[config.mk]
export PLATFORM = sky130hd
export DESIGN_NAME = shuff_token_seq
export DESIGN_NICKNAME = d
export VERILOG_FILES = /design/src/rtl/shuff_pkg.sv /design/src/rtl/shuff_literal_enc.sv /design/src/rtl/shuff_token_seq.sv
export SDC_FILE = /design/constraint.sdc
export NUM_CORES = 1
export LEC_CHECK = 0
export CAP_MARGIN = 20
export CORE_MARGIN = 1.5
export CORE_UTILIZATION = 40
export DETAILED_ROUTE_END_ITERATION = 8
export PLACE_DENSITY = 0.92
export SYNTH_ARGS = -nofsm -noshare
export SYNTH_HDL_FRONTEND = slang
export SYNTH_SLANG_ARGS = --single-unit
[constraint.sdc]
create_clock -name clk -period 3.4 [get_ports clk]
set_input_delay 0.68 -clock clk [delete_from_list [all_inputs] [get_ports clk]]
set_output_delay 0.68 -clock clk [all_outputs]
set_load 0.01 [all_outputs]
[src/rtl/shuff_pkg.sv]
// rtl/shuff_pkg.sv - shared types and DEFLATE static-Huffman constants; SHUFF_BLOCK_HDR_EN adds the header state
package shuff_pkg;

`ifdef SHUFF_BLOCK_HDR_EN
  typedef enum logic [2:0] {ST_IDLE, ST_WAIT, ST_LEN, ST_DIST, ST_HDR} state_t;
  localparam state_t ST_RESET = ST_HDR;
`else
  typedef enum logic [1:0] {ST_IDLE, ST_WAIT, ST_LEN, ST_DIST} state_t;
  localparam state_t ST_RESET = ST_IDLE;
`endif

  // out_type codes; the packer picks bit order from these
  localparam logic [1:0] OT_LIT  = 2'd0;
  localparam logic [1:0] OT_LEN  = 2'd1;
  localparam logic [1:0] OT_DIST = 2'd2;
  localparam logic [1:0] OT_HDR  = 2'd3;

  // end-of-block is symbol 256: 7-bit code 0000000
  localparam logic [6:0] EOB_CODE = 7'd0;
  localparam logic [4:0] EOB_BITS = 5'd7;

  // literals 0..143 use 8-bit codes from 0x30, 144..255 use 9-bit codes from 0x190
  localparam logic [8:0] LIT_BASE_LO = 9'h030;
  localparam logic [8:0] LIT_BASE_HI = 9'h190;
  localparam logic [7:0] LIT_SPLIT   = 8'd143;

  localparam logic [1:0] BTYPE_STATIC = 2'b01;
  localparam logic [4:0] HDR_BITS     = 5'd3;

endpackage

[src/rtl/shuff_literal_enc.sv]
// rtl/shuff_literal_enc.sv - combinational static-Huffman literal encoder
module shuff_literal_enc
  import shuff_pkg::*;
(
  input  logic [7:0] lit,
  output logic [8:0] code,
  output logic [3:0] width
);

  // two code ranges split at 143; the upper range is one bit wider
  always_comb begin
    if (lit <= LIT_SPLIT) begin
      code  = LIT_BASE_LO + {1'b0, lit};
      width = 4'd8;
    end else begin
      code  = LIT_BASE_HI + {1'b0, lit} - 9'd144;
      width = 4'd9;
    end
  end

endmodule

[src/rtl/shuff_token_seq.sv]
// rtl/shuff_token_seq.sv - LZ77 token to static-Huffman symbol sequencer; block header beats under SHUFF_BLOCK_HDR_EN
module shuff_token_seq
  import shuff_pkg::*;
(
  input  logic        clk,
  input  logic        rst_n,
  input  logic        tok_valid,
  output logic        tok_ready,
  input  logic        tok_is_match,
  input  logic        tok_eob,
  input  logic [7:0]  tok_literal,
  input  logic [8:0]  tok_length,
  input  logic [14:0] tok_distance,
  input  logic        blk_final,
  output logic [8:0]  enc_len_out,
  input  logic [12:0] enc_len_code_in,
  input  logic [3:0]  enc_len_bits_in,
  output logic [14:0] enc_dist_out,
  input  logic [17:0] enc_dist_code_in,
  input  logic [4:0]  enc_dist_bits_in,
  output logic        out_valid,
  input  logic        out_ready,
  output logic [17:0] out_data,
  output logic [4:0]  out_bits,
  output logic [1:0]  out_type
);

  state_t      state_q, state_d;
  logic        slot_free;
  logic        hdr_hold;
  logic        ld;
  logic [17:0] ld_data;
  logic [4:0]  ld_bits;
  logic [1:0]  ld_type;
  logic        match_fire;
  logic [8:0]  lit_code;
  logic [3:0]  lit_width;

  shuff_literal_enc u_lit (
    .lit   (tok_literal),
    .code  (lit_code),
    .width (lit_width)
  );

  assign slot_free = !out_valid | out_ready;

`ifdef SHUFF_BLOCK_HDR_EN
  logic hdr_pend_q;
  logic hdr_set;
  logic hdr_clr;
  assign hdr_hold = hdr_pend_q;
`else
  logic unused_blk_final;
  assign unused_blk_final = blk_final;
  assign hdr_hold = 1'b0;
`endif

  // reset gating keeps the handshake closed while rst_n is low
  assign tok_ready = rst_n & slot_free & (state_q == ST_IDLE) & !hdr_hold;

  // next state and output-slot load selection
  always_comb begin
    state_d    = state_q;
    ld         = 1'b0;
    ld_data    = '0;
    ld_bits    = '0;
    ld_type    = OT_LIT;
    match_fire = 1'b0;
`ifdef SHUFF_BLOCK_HDR_EN
    hdr_set    = 1'b0;
    hdr_clr    = 1'b0;
`endif
    case (state_q)
      ST_IDLE: begin
`ifdef SHUFF_BLOCK_HDR_EN
        if (hdr_pend_q) state_d = ST_HDR;
`endif
        if (tok_valid && tok_ready) begin
          if (tok_eob) begin
            ld      = 1'b1;
            ld_data = {11'b0, EOB_CODE};
            ld_bits = EOB_BITS;
`ifdef SHUFF_BLOCK_HDR_EN
            hdr_set = 1'b1;
`endif
          end else if (tok_is_match) begin
            match_fire = 1'b1;
            state_d    = ST_WAIT;
          end else begin
            ld      = 1'b1;
            ld_data = {9'b0, lit_code};
            ld_bits = {1'b0, lit_width};
          end
        end
      end
      ST_WAIT: state_d = ST_LEN;
      ST_LEN: begin
        if (slot_free) begin
          ld      = 1'b1;
          ld_data = {5'b0, enc_len_code_in};
          ld_bits = {1'b0, enc_len_bits_in};
          ld_type = OT_LEN;
          state_d = ST_DIST;
        end
      end
      ST_DIST: begin
        if (slot_free) begin
          ld      = 1'b1;
          ld_data = enc_dist_code_in;
          ld_bits = enc_dist_bits_in;
          ld_type = OT_DIST;
          state_d = ST_IDLE;
        end
      end
`ifdef SHUFF_BLOCK_HDR_EN
      ST_HDR: begin
        if (slot_free) begin
          ld      = 1'b1;
          ld_data = {15'b0, BTYPE_STATIC, blk_final};
          ld_bits = HDR_BITS;
          ld_type = OT_HDR;
          hdr_clr = 1'b1;
          state_d = ST_IDLE;
        end
      end
`endif
      default: state_d = ST_IDLE;
    endcase
  end

  // state register
  always_ff @(posedge clk or negedge rst_n) begin
    if (!rst_n) state_q <= ST_RESET;
    else        state_q <= state_d;
  end

  // output slot: loads only when free, otherwise holds until consumed
  always_ff @(posedge clk or negedge rst_n) begin
    if (!rst_n) begin
      out_valid <= 1'b0;
      out_data  <= '0;
      out_bits  <= '0;
      out_type  <= OT_LIT;
    end else if (ld) begin
      out_valid <= 1'b1;
      out_data  <= ld_data;
      out_bits  <= ld_bits;
      out_type  <= ld_type;
    end else if (out_ready) begin
      out_valid <= 1'b0;
    end
  end

  // encoder operands hold from match acceptance so stalled beats stay valid
  always_ff @(posedge clk or negedge rst_n) begin
    if (!rst_n) begin
      enc_len_out  <= '0;
      enc_dist_out <= '0;
    end else if (match_fire) begin
      enc_len_out  <= tok_length;
      enc_dist_out <= tok_distance;
    end
  end

`ifdef SHUFF_BLOCK_HDR_EN
  // header-pending flag: set by reset and each EOB, cleared when the header is emitted
  always_ff @(posedge clk or negedge rst_n) begin
    if (!rst_n)       hdr_pend_q <= 1'b1;
    else if (hdr_set) hdr_pend_q <= 1'b1;
    else if (hdr_clr) hdr_pend_q <= 1'b0;
  end
`endif

endmodule
==> results of run 1 <==
## state kept, by name, summed over array words and instances (netlist names)
signal	count
out_data	18
enc_dist_out	15
out_type	2
state_q	2
enc_len_out	9
out_valid	1
out_bits	5
## logic make-up after synthesis
kind of cell / after synthesis
and+or+nand+nor: 36
muxes: 48
AOI/OAI and AO/OA: 29
DFF: 52
buffers and inverters: 29
adders and majority gates: 5
xor gates and xnor gates: 1
## final timing paths
path | start | endpoint | slack, ns | depth (start not counted)
min in group clk | out_bits[3] | out_bits[3] | 0.51 | 1
worst max-delay path | out_ready | tok_ready | 0.66 | 4
worst min register to register | out_bits[3] | out_bits[3] | 0.51 | 1
max in group asynchronous | rst_n | out_data[5] | 2.30 | 2
worst min-delay path | rst_n | out_data[2] | 0.29 | 1
worst max register to register | state_q[0] | out_data[9] | 1.22 | 7
## cell type report
class | instances | area share, %
inverter | 20 | 1.88
clock inverter | 2 | 0.973
multi-input combinational | 119 | 27.5
sequential | 52 | 32.6
tap | 75 | 2.35
clock buffer | 6 | 2.07
timing repair buffer | 131 | 32.6
## power by group through the flow
stage | combinational, mW | clock, mW | sequential (mW)
floorplan | 0.818 | 0 | 1.14
global placement | 1.61 | 0 | 1.02
detailed placement | 1.65 | 0 | 1.04
CTS | 1.67 | 0.466 | 1.03
global route | 1.78 | 0.487 | 1.06
finish | 1.65 | 0.447 | 1.03
## cells in the mapped netlist, types with 2 or more instances
cell / number / area share (%)
sky130_fd_sc_hd__a221o_1: 3 / 1.2
sky130_fd_sc_hd__a222oi_1: 7 / 2.7
sky130_fd_sc_hd__a22o_1: 5 / 1.7
sky130_fd_sc_hd__and2_4: 3 / 1.0
sky130_fd_sc_hd__and3_1: 2 / 0.49
sky130_fd_sc_hd__buf_2: 2 / 0.39
sky130_fd_sc_hd__buf_4: 2 / 0.59
sky130_fd_sc_hd__buf_6: 3 / 1.3
sky130_fd_sc_hd__dfrtp_1: 52 / 51
sky130_fd_sc_hd__ha_1: 5 / 2.4
sky130_fd_sc_hd__inv_1: 20 / 2.9
sky130_fd_sc_hd__mux2_2: 31 / 14
sky130_fd_sc_hd__mux2_4: 4 / 2.4
sky130_fd_sc_hd__mux2i_1: 13 / 5.1
sky130_fd_sc_hd__nand2_1: 10 / 1.5
sky130_fd_sc_hd__nand3_1: 6 / 1.2
sky130_fd_sc_hd__nor2_1: 6 / 0.88
sky130_fd_sc_hd__o21ai_0: 4 / 0.78
## per-stage QoR
stage          instances  setup slack (ns)  util (%)  power (mW)
2_1_floorplan        200              1.54         -        1.96
5_1_grt              405             0.575      65.8        3.33
4_1_cts              405             0.652      65.8        3.16
3_5_place_dp         397             0.666      63.8        2.69
6_report             405             0.665      65.8        3.12
3_3_place_gp         397             0.674      63.8        2.63
## layer usage
metal,GRT usage [%],share of wire (%)
met1,22.9,40
met2,35.3,47
met5,0,0
met4,6.52,1.6
met3,9.05,11
## worst reg2reg max path, cell delays in order, from the launching register on
cell                        delay, ns
sky130_fd_sc_hd__dfrtp_1         0.43
sky130_fd_sc_hd__inv_1           0.10
sky130_fd_sc_hd__ha_1            0.25
sky130_fd_sc_hd__and2_4          0.20
sky130_fd_sc_hd__o2111ai_4       0.12
sky130_fd_sc_hd__a21oi_4         0.18
sky130_fd_sc_hd__buf_4           0.38
sky130_fd_sc_hd__mux2_2          0.42
==> impl_metrics.yaml, run 1 <==
layout:
  nNetsFinal: 413
  final_cell_mix: "sky130_fd_sc_hd__clkdlybuf4s50_1 (127), sky130_fd_sc_hd__dfrtp_1 (52), sky130_fd_sc_hd__mux2_2 (31)"
  n_antenna_cell: 0
  layout.filler_cells: 464
  finalInstanceArea_mm2: 0.00399
  multi_input_area_mm2: 0.00110
  area_added_between_synthesis_and_finish_pct: 56.0
  layout.cells.most_common: "sky130_fd_sc_hd__clkdlybuf4s50_1"
  proportion_of_layout_cells_with_a_drive_suffix_above_1_pct: 17.3
  seqCellArea_mm2: 0.00130
worst_setup_path:
  endpoint_kind: "primary output"
  setup.worst_path.class: "input pin to primary output"
  path_max_fanout: 4
  cp_slowest_stage_delay_ns: 0.54
  cp_common_cell: "sky130_fd_sc_hd__clkdlybuf4s50_1"
  cp_slowest_cell: "sky130_fd_sc_hd__clkdlybuf4s50_1"
  crit_chain: "clkdlybuf4s50_1 -> and2b_1 -> nor2_1 -> clkdlybuf4s50_1"
  start_kind: "input pin"
  path_delay_family: "buffers and inverters"
  worstPathArrival_ns: 2.06
  cp.required_ns: 2.72
  timing.critical_path.buf_inv: 2
global_routing:
  grt_antenna_before_repair: 0
  grt_first_pass_wirelength_um: 11200
  maximum_number_of_pins_on_one_net_before_global_route_repair: 39
  grt_usage_pct: 20.5
  gr-total-overflow: 0
  number_of_global_route_vias_before_repair: 2339
power_and_ir_drop:
  power.net_switching_mw: 1.05
  power_report.internal_total_mw: 2.08
  portion_of_total_power_attributed_to_sequential_cells_pct: 32.9
  combinationalPowerShare_pct: 52.7
  proportion_of_total_power_due_to_net_switching_pct: 33.5
  static-leakage-power_nw: 1.71
  power_density_mw_per_mm2: 783
  ir_worst_vdd_mv: 0.543
  pwr-share-clk_pct: 14.3
yosys:
  synth-async-reset-ratio_pct: 100
  post_synth_inst_count: 200
  yosys_most_used_dff: "sky130_fd_sc_hd__dfrtp_1"
  dominant_combinational_cell_family_by_area_after_synthesis: "multiplexers"
  synth_seq_area_share_pct: 50.9
  synth-xor-area-share_pct: 0.343
  post_synth_num_cell_types: 40
  synth_fa_ha_area_share_pct: 2.45
  synth_compound_area_share_pct: 10.7
  mappedNetlistArea_mm2: 0.00255
  yosysWarnings: 0
  synth.area.mux_share_pct: 21.1
  synth_simple_gate_area_share_pct: 8.33
  syn-mean-instance-area_um2: 12.8
  synth_enable_flop_cells: 0
  ys_seq_elements: 52
  syn_nets: 284
timing:
  timing.final.hold_violations: 0
  worst_slew_pin_slew_ns: 0.624
  report.final.slew_viol_count: 0
  final.hold.worst_slack_ns: 0.288
  setup_repair_after_global_routing_missed_its_margin: "false"
  final.period_utilization_pct: 80.4
  fin_crit_ns: 2.74
  setup_total_negative_slack_ns: 0
  setup_viol: 0
  relSlewSlack_pct: 57.3
  skew_ns: 0.00683
  clock.fmax_ghz: 0.366
run:
  cap_viol_max_count: 0
floorplanning:
  design.core.area_mm2: 0.00606
  std_cell_rows: 28
  dieArea_mm2: 0.00688
  die-width_um: 82.9
  starting_density_of_the_core_pct: 42.2
  io_pins: 130
  fp.dieH_um: 82.9
clock_tree:
  clk_latency_ns: 0.31
  h-tree-depth: 2
  ctsResizeCount: 0
  cts_root_buf: "sky130_fd_sc_hd__clkbuf_8"
  cts_buffers: 5
  cts.path.max_buffers: 2
  path_clk_slew_ns: 0.09
  cts.hold.buffers_added: 0
  number_of_post_cts_setup_repair_buffers: 0
  cts_tree: "yes"
  clock_sinks: 52
place:
  dpl-instance-area_mm2: 0.00386
  buffer_ports.inserted: 128
  hpwl_um: 5080
  final_replace_weighted_congestion: 0.813
drt:
  initialDrtViolationCount: 70
  num_vias: 2109
  drt-wirelength-per-cell_um: 16.9
  vias_per_cell: 5.21
  detail-route-antenna-nets: 0
  detail_route.first_pass.iterations: 4
  post-route-drc-count: 0
  routed_wirelength_um: 6850
hold_path:
  holdCritPathClass: "input pin to asynchronous set/reset pin"
status:
  status: "finished clean"
No activity file was read; power rests on OpenSTA's default activity.
==> inputs of run 2 (changes only) <==
Settings changed: CORE_UTILIZATION 40 to 36, PLACE_DENSITY 0.92 to 0.88.
Clock period 3.4 ns to 2.5 ns, I/O delays scaled along.
==> impl_metrics.yaml, run 2 (synthesis gave the netlist of run 1 again) <==
status:
  status: "finished clean"
layout:
  layout.cells.most_common: "sky130_fd_sc_hd__clkdlybuf4s50_1"
  biggestRegsByFlops: "out_data: 18 flops, enc_dist_out: 15 flops, enc_len_out: 9 flops"
  n_antenna_cell: 0
  layout.cells.non_filler: 429
  nNetsFinal: 417
  area_added_between_synthesis_and_finish_pct: 60.1
  top_reg_by_flops: "out_data"
  final_cell_mix: "sky130_fd_sc_hd__clkdlybuf4s50_1 (127), sky130_fd_sc_hd__dfrtp_1 (52), sky130_fd_sc_hd__mux2_2 (31)"
  largest_reg_flops: 18
  proportion_of_layout_cells_with_a_drive_suffix_above_1_pct: 18.3
run:
  cap_viol_max_count: 0
timing:
  setup_total_negative_slack_ns: 0
  report.final.slew_viol_count: 0
  setup_viol: 0
  relSlewSlack_pct: 52.8
  timing.final.hold_violations: 0
  fin_crit_ns: 2.36
  setup_repair_after_global_routing_missed_its_margin: "false"
  worst_slew_pin_slew_ns: 0.690
  skew_ns: 0.00466
  fin_ws_ns: 0.144
  final.period_utilization_pct: 94.2
  clock.fmax_ghz: 0.424
clock_tree:
  path_clk_slew_ns: 0.09
  clock_sinks: 52
  cts_tree: "yes"
  cts_buffers: 5
  cts.path.max_buffers: 2
  cts_root_buf: "sky130_fd_sc_hd__clkbuf_8"
  h-tree-depth: 2
  clk_latency_ns: 0.30
power_and_ir_drop:
  ir_worst_vdd_mv: 0.548
  report.power.total_mw: 4.40
  power_density_mw_per_mm2: 1080
  static-leakage-power_nw: 1.74
drt:
  num_vias: 2130
  drt-wirelength-per-cell_um: 15.8
  post-route-drc-count: 0
  vias_per_cell: 4.97
  initialDrtViolationCount: 62
  routed_wirelength_um: 6780
  detail_route.first_pass.iterations: 4
  detail-route-antenna-nets: 0
place:
  place_worst_setup_slack_ns: 0.0299
  buffer_ports.inserted: 128
  hpwl_um: 5130
  place.detailed.instances: 422
  final_replace_weighted_congestion: 0.792
worst_setup_path:
  path_delay_family: "buffers and inverters"
  cp_slowest_cell: "sky130_fd_sc_hd__clkdlybuf4s50_1"
  endpoint_kind: "primary output"
  timing.critical_path.buf_inv: 2
  setup.worst_path.class: "register to primary output"
  crit_chain: "inv_1 -> ha_2 -> nand2_1 -> nor2_1 -> clkdlybuf4s50_1"
  start_kind: "register"
  worstPathArrival_ns: 1.86
  cp.required_ns: 2.00
  cp_slowest_stage_delay_ns: 0.55
  path_max_fanout: 5
global_routing:
  maximum_number_of_pins_on_one_net_before_global_route_repair: 33
  grt_first_pass_wirelength_um: 10600
  number_of_global_route_vias_before_repair: 2247
  grt_antenna_before_repair: 0
  grt_usage_pct: 18.1
  gr-total-overflow: 0
floorplanning:
  dieArea_mm2: 0.00761
  design.core.area_mm2: 0.00683
  starting_density_of_the_core_pct: 37.4
  std_cell_rows: 30
  die-width_um: 87.2
  fp.dieH_um: 87.2
  io_pins: 130
hold_path:
  holdCritPathClass: "input pin to asynchronous set/reset pin"
==> run 2: changes by cell type in the layout (fill, tap and decap cells not counted), sizes merged <==
cell    delta
bufinv     +1
buf        +4
clkbuf     -1
clkinv     -1
==> run 2: path summary, 6_finish.rpt <==
kind                              start           end  slack, ns  depth (start not counted)
setup / recovery             state_q[0]     tok_ready       0.14                          5
hold / removal                    rst_n    state_q[0]       0.22                          2
setup reg to reg             state_q[0]   out_data[4]       0.39                          7
hold reg to reg            out_data[10]  out_data[10]       0.51                          1
max in group asynchronous         rst_n   out_data[8]       1.91                          2
min in group clk           out_data[10]  out_data[10]       0.51                          1
==> run 2: layer usage <==
| metal | GRT usage, % | part of all wire, % |
|---|---|---|
| met1 | 21.1 | 40 |
| met5 | 0 | 0 |
| met4 | 3.90 | 0.60 |
| met3 | 7.87 | 12 |
| met2 | 30.7 | 47 |
==> run 2: layout make-up <==
class	instances	area [µm²]
Inverter	20	75.1
Clock buffer	5	68.8
Fill cell	551	2740
Timing Repair Buffer	135	1370
Clock inverter	2	60.1
Tap cell	96	120
Sequential cell	52	1300
Multi-Input combinational cell	119	1100
==> run 2: power breakdown <==
part	leakage, nW	internal, mW	switching [mW]
combinational	1.01	1.40	0.958
clock	0.0642	0.394	0.264
sequential	0.669	1.20	0.190
total	1.74	2.99	1.41
==> run 2: repair_timing <==
| action | 4_1_cts | 5_1_grt |
|---|---|---|
| resized for setup | 0 | 1 |
| setup buffers | 0 | 0 |
| hold buffers | 0 | 0 |
| setup endpoints to repair | 0 | 1 |
==> run 2: per-stage QoR <==
step                      hold WS (ns)  cell area, µm²  utilization (%)
after floorplan                  0.204            2550                -
after global placement           0.489            3960             57.9
after detailed placement         0.496            3960             57.9
after CTS                        0.208            4090             59.8
after global routing             0.234            4090             59.9
final                            0.217            4090             59.9
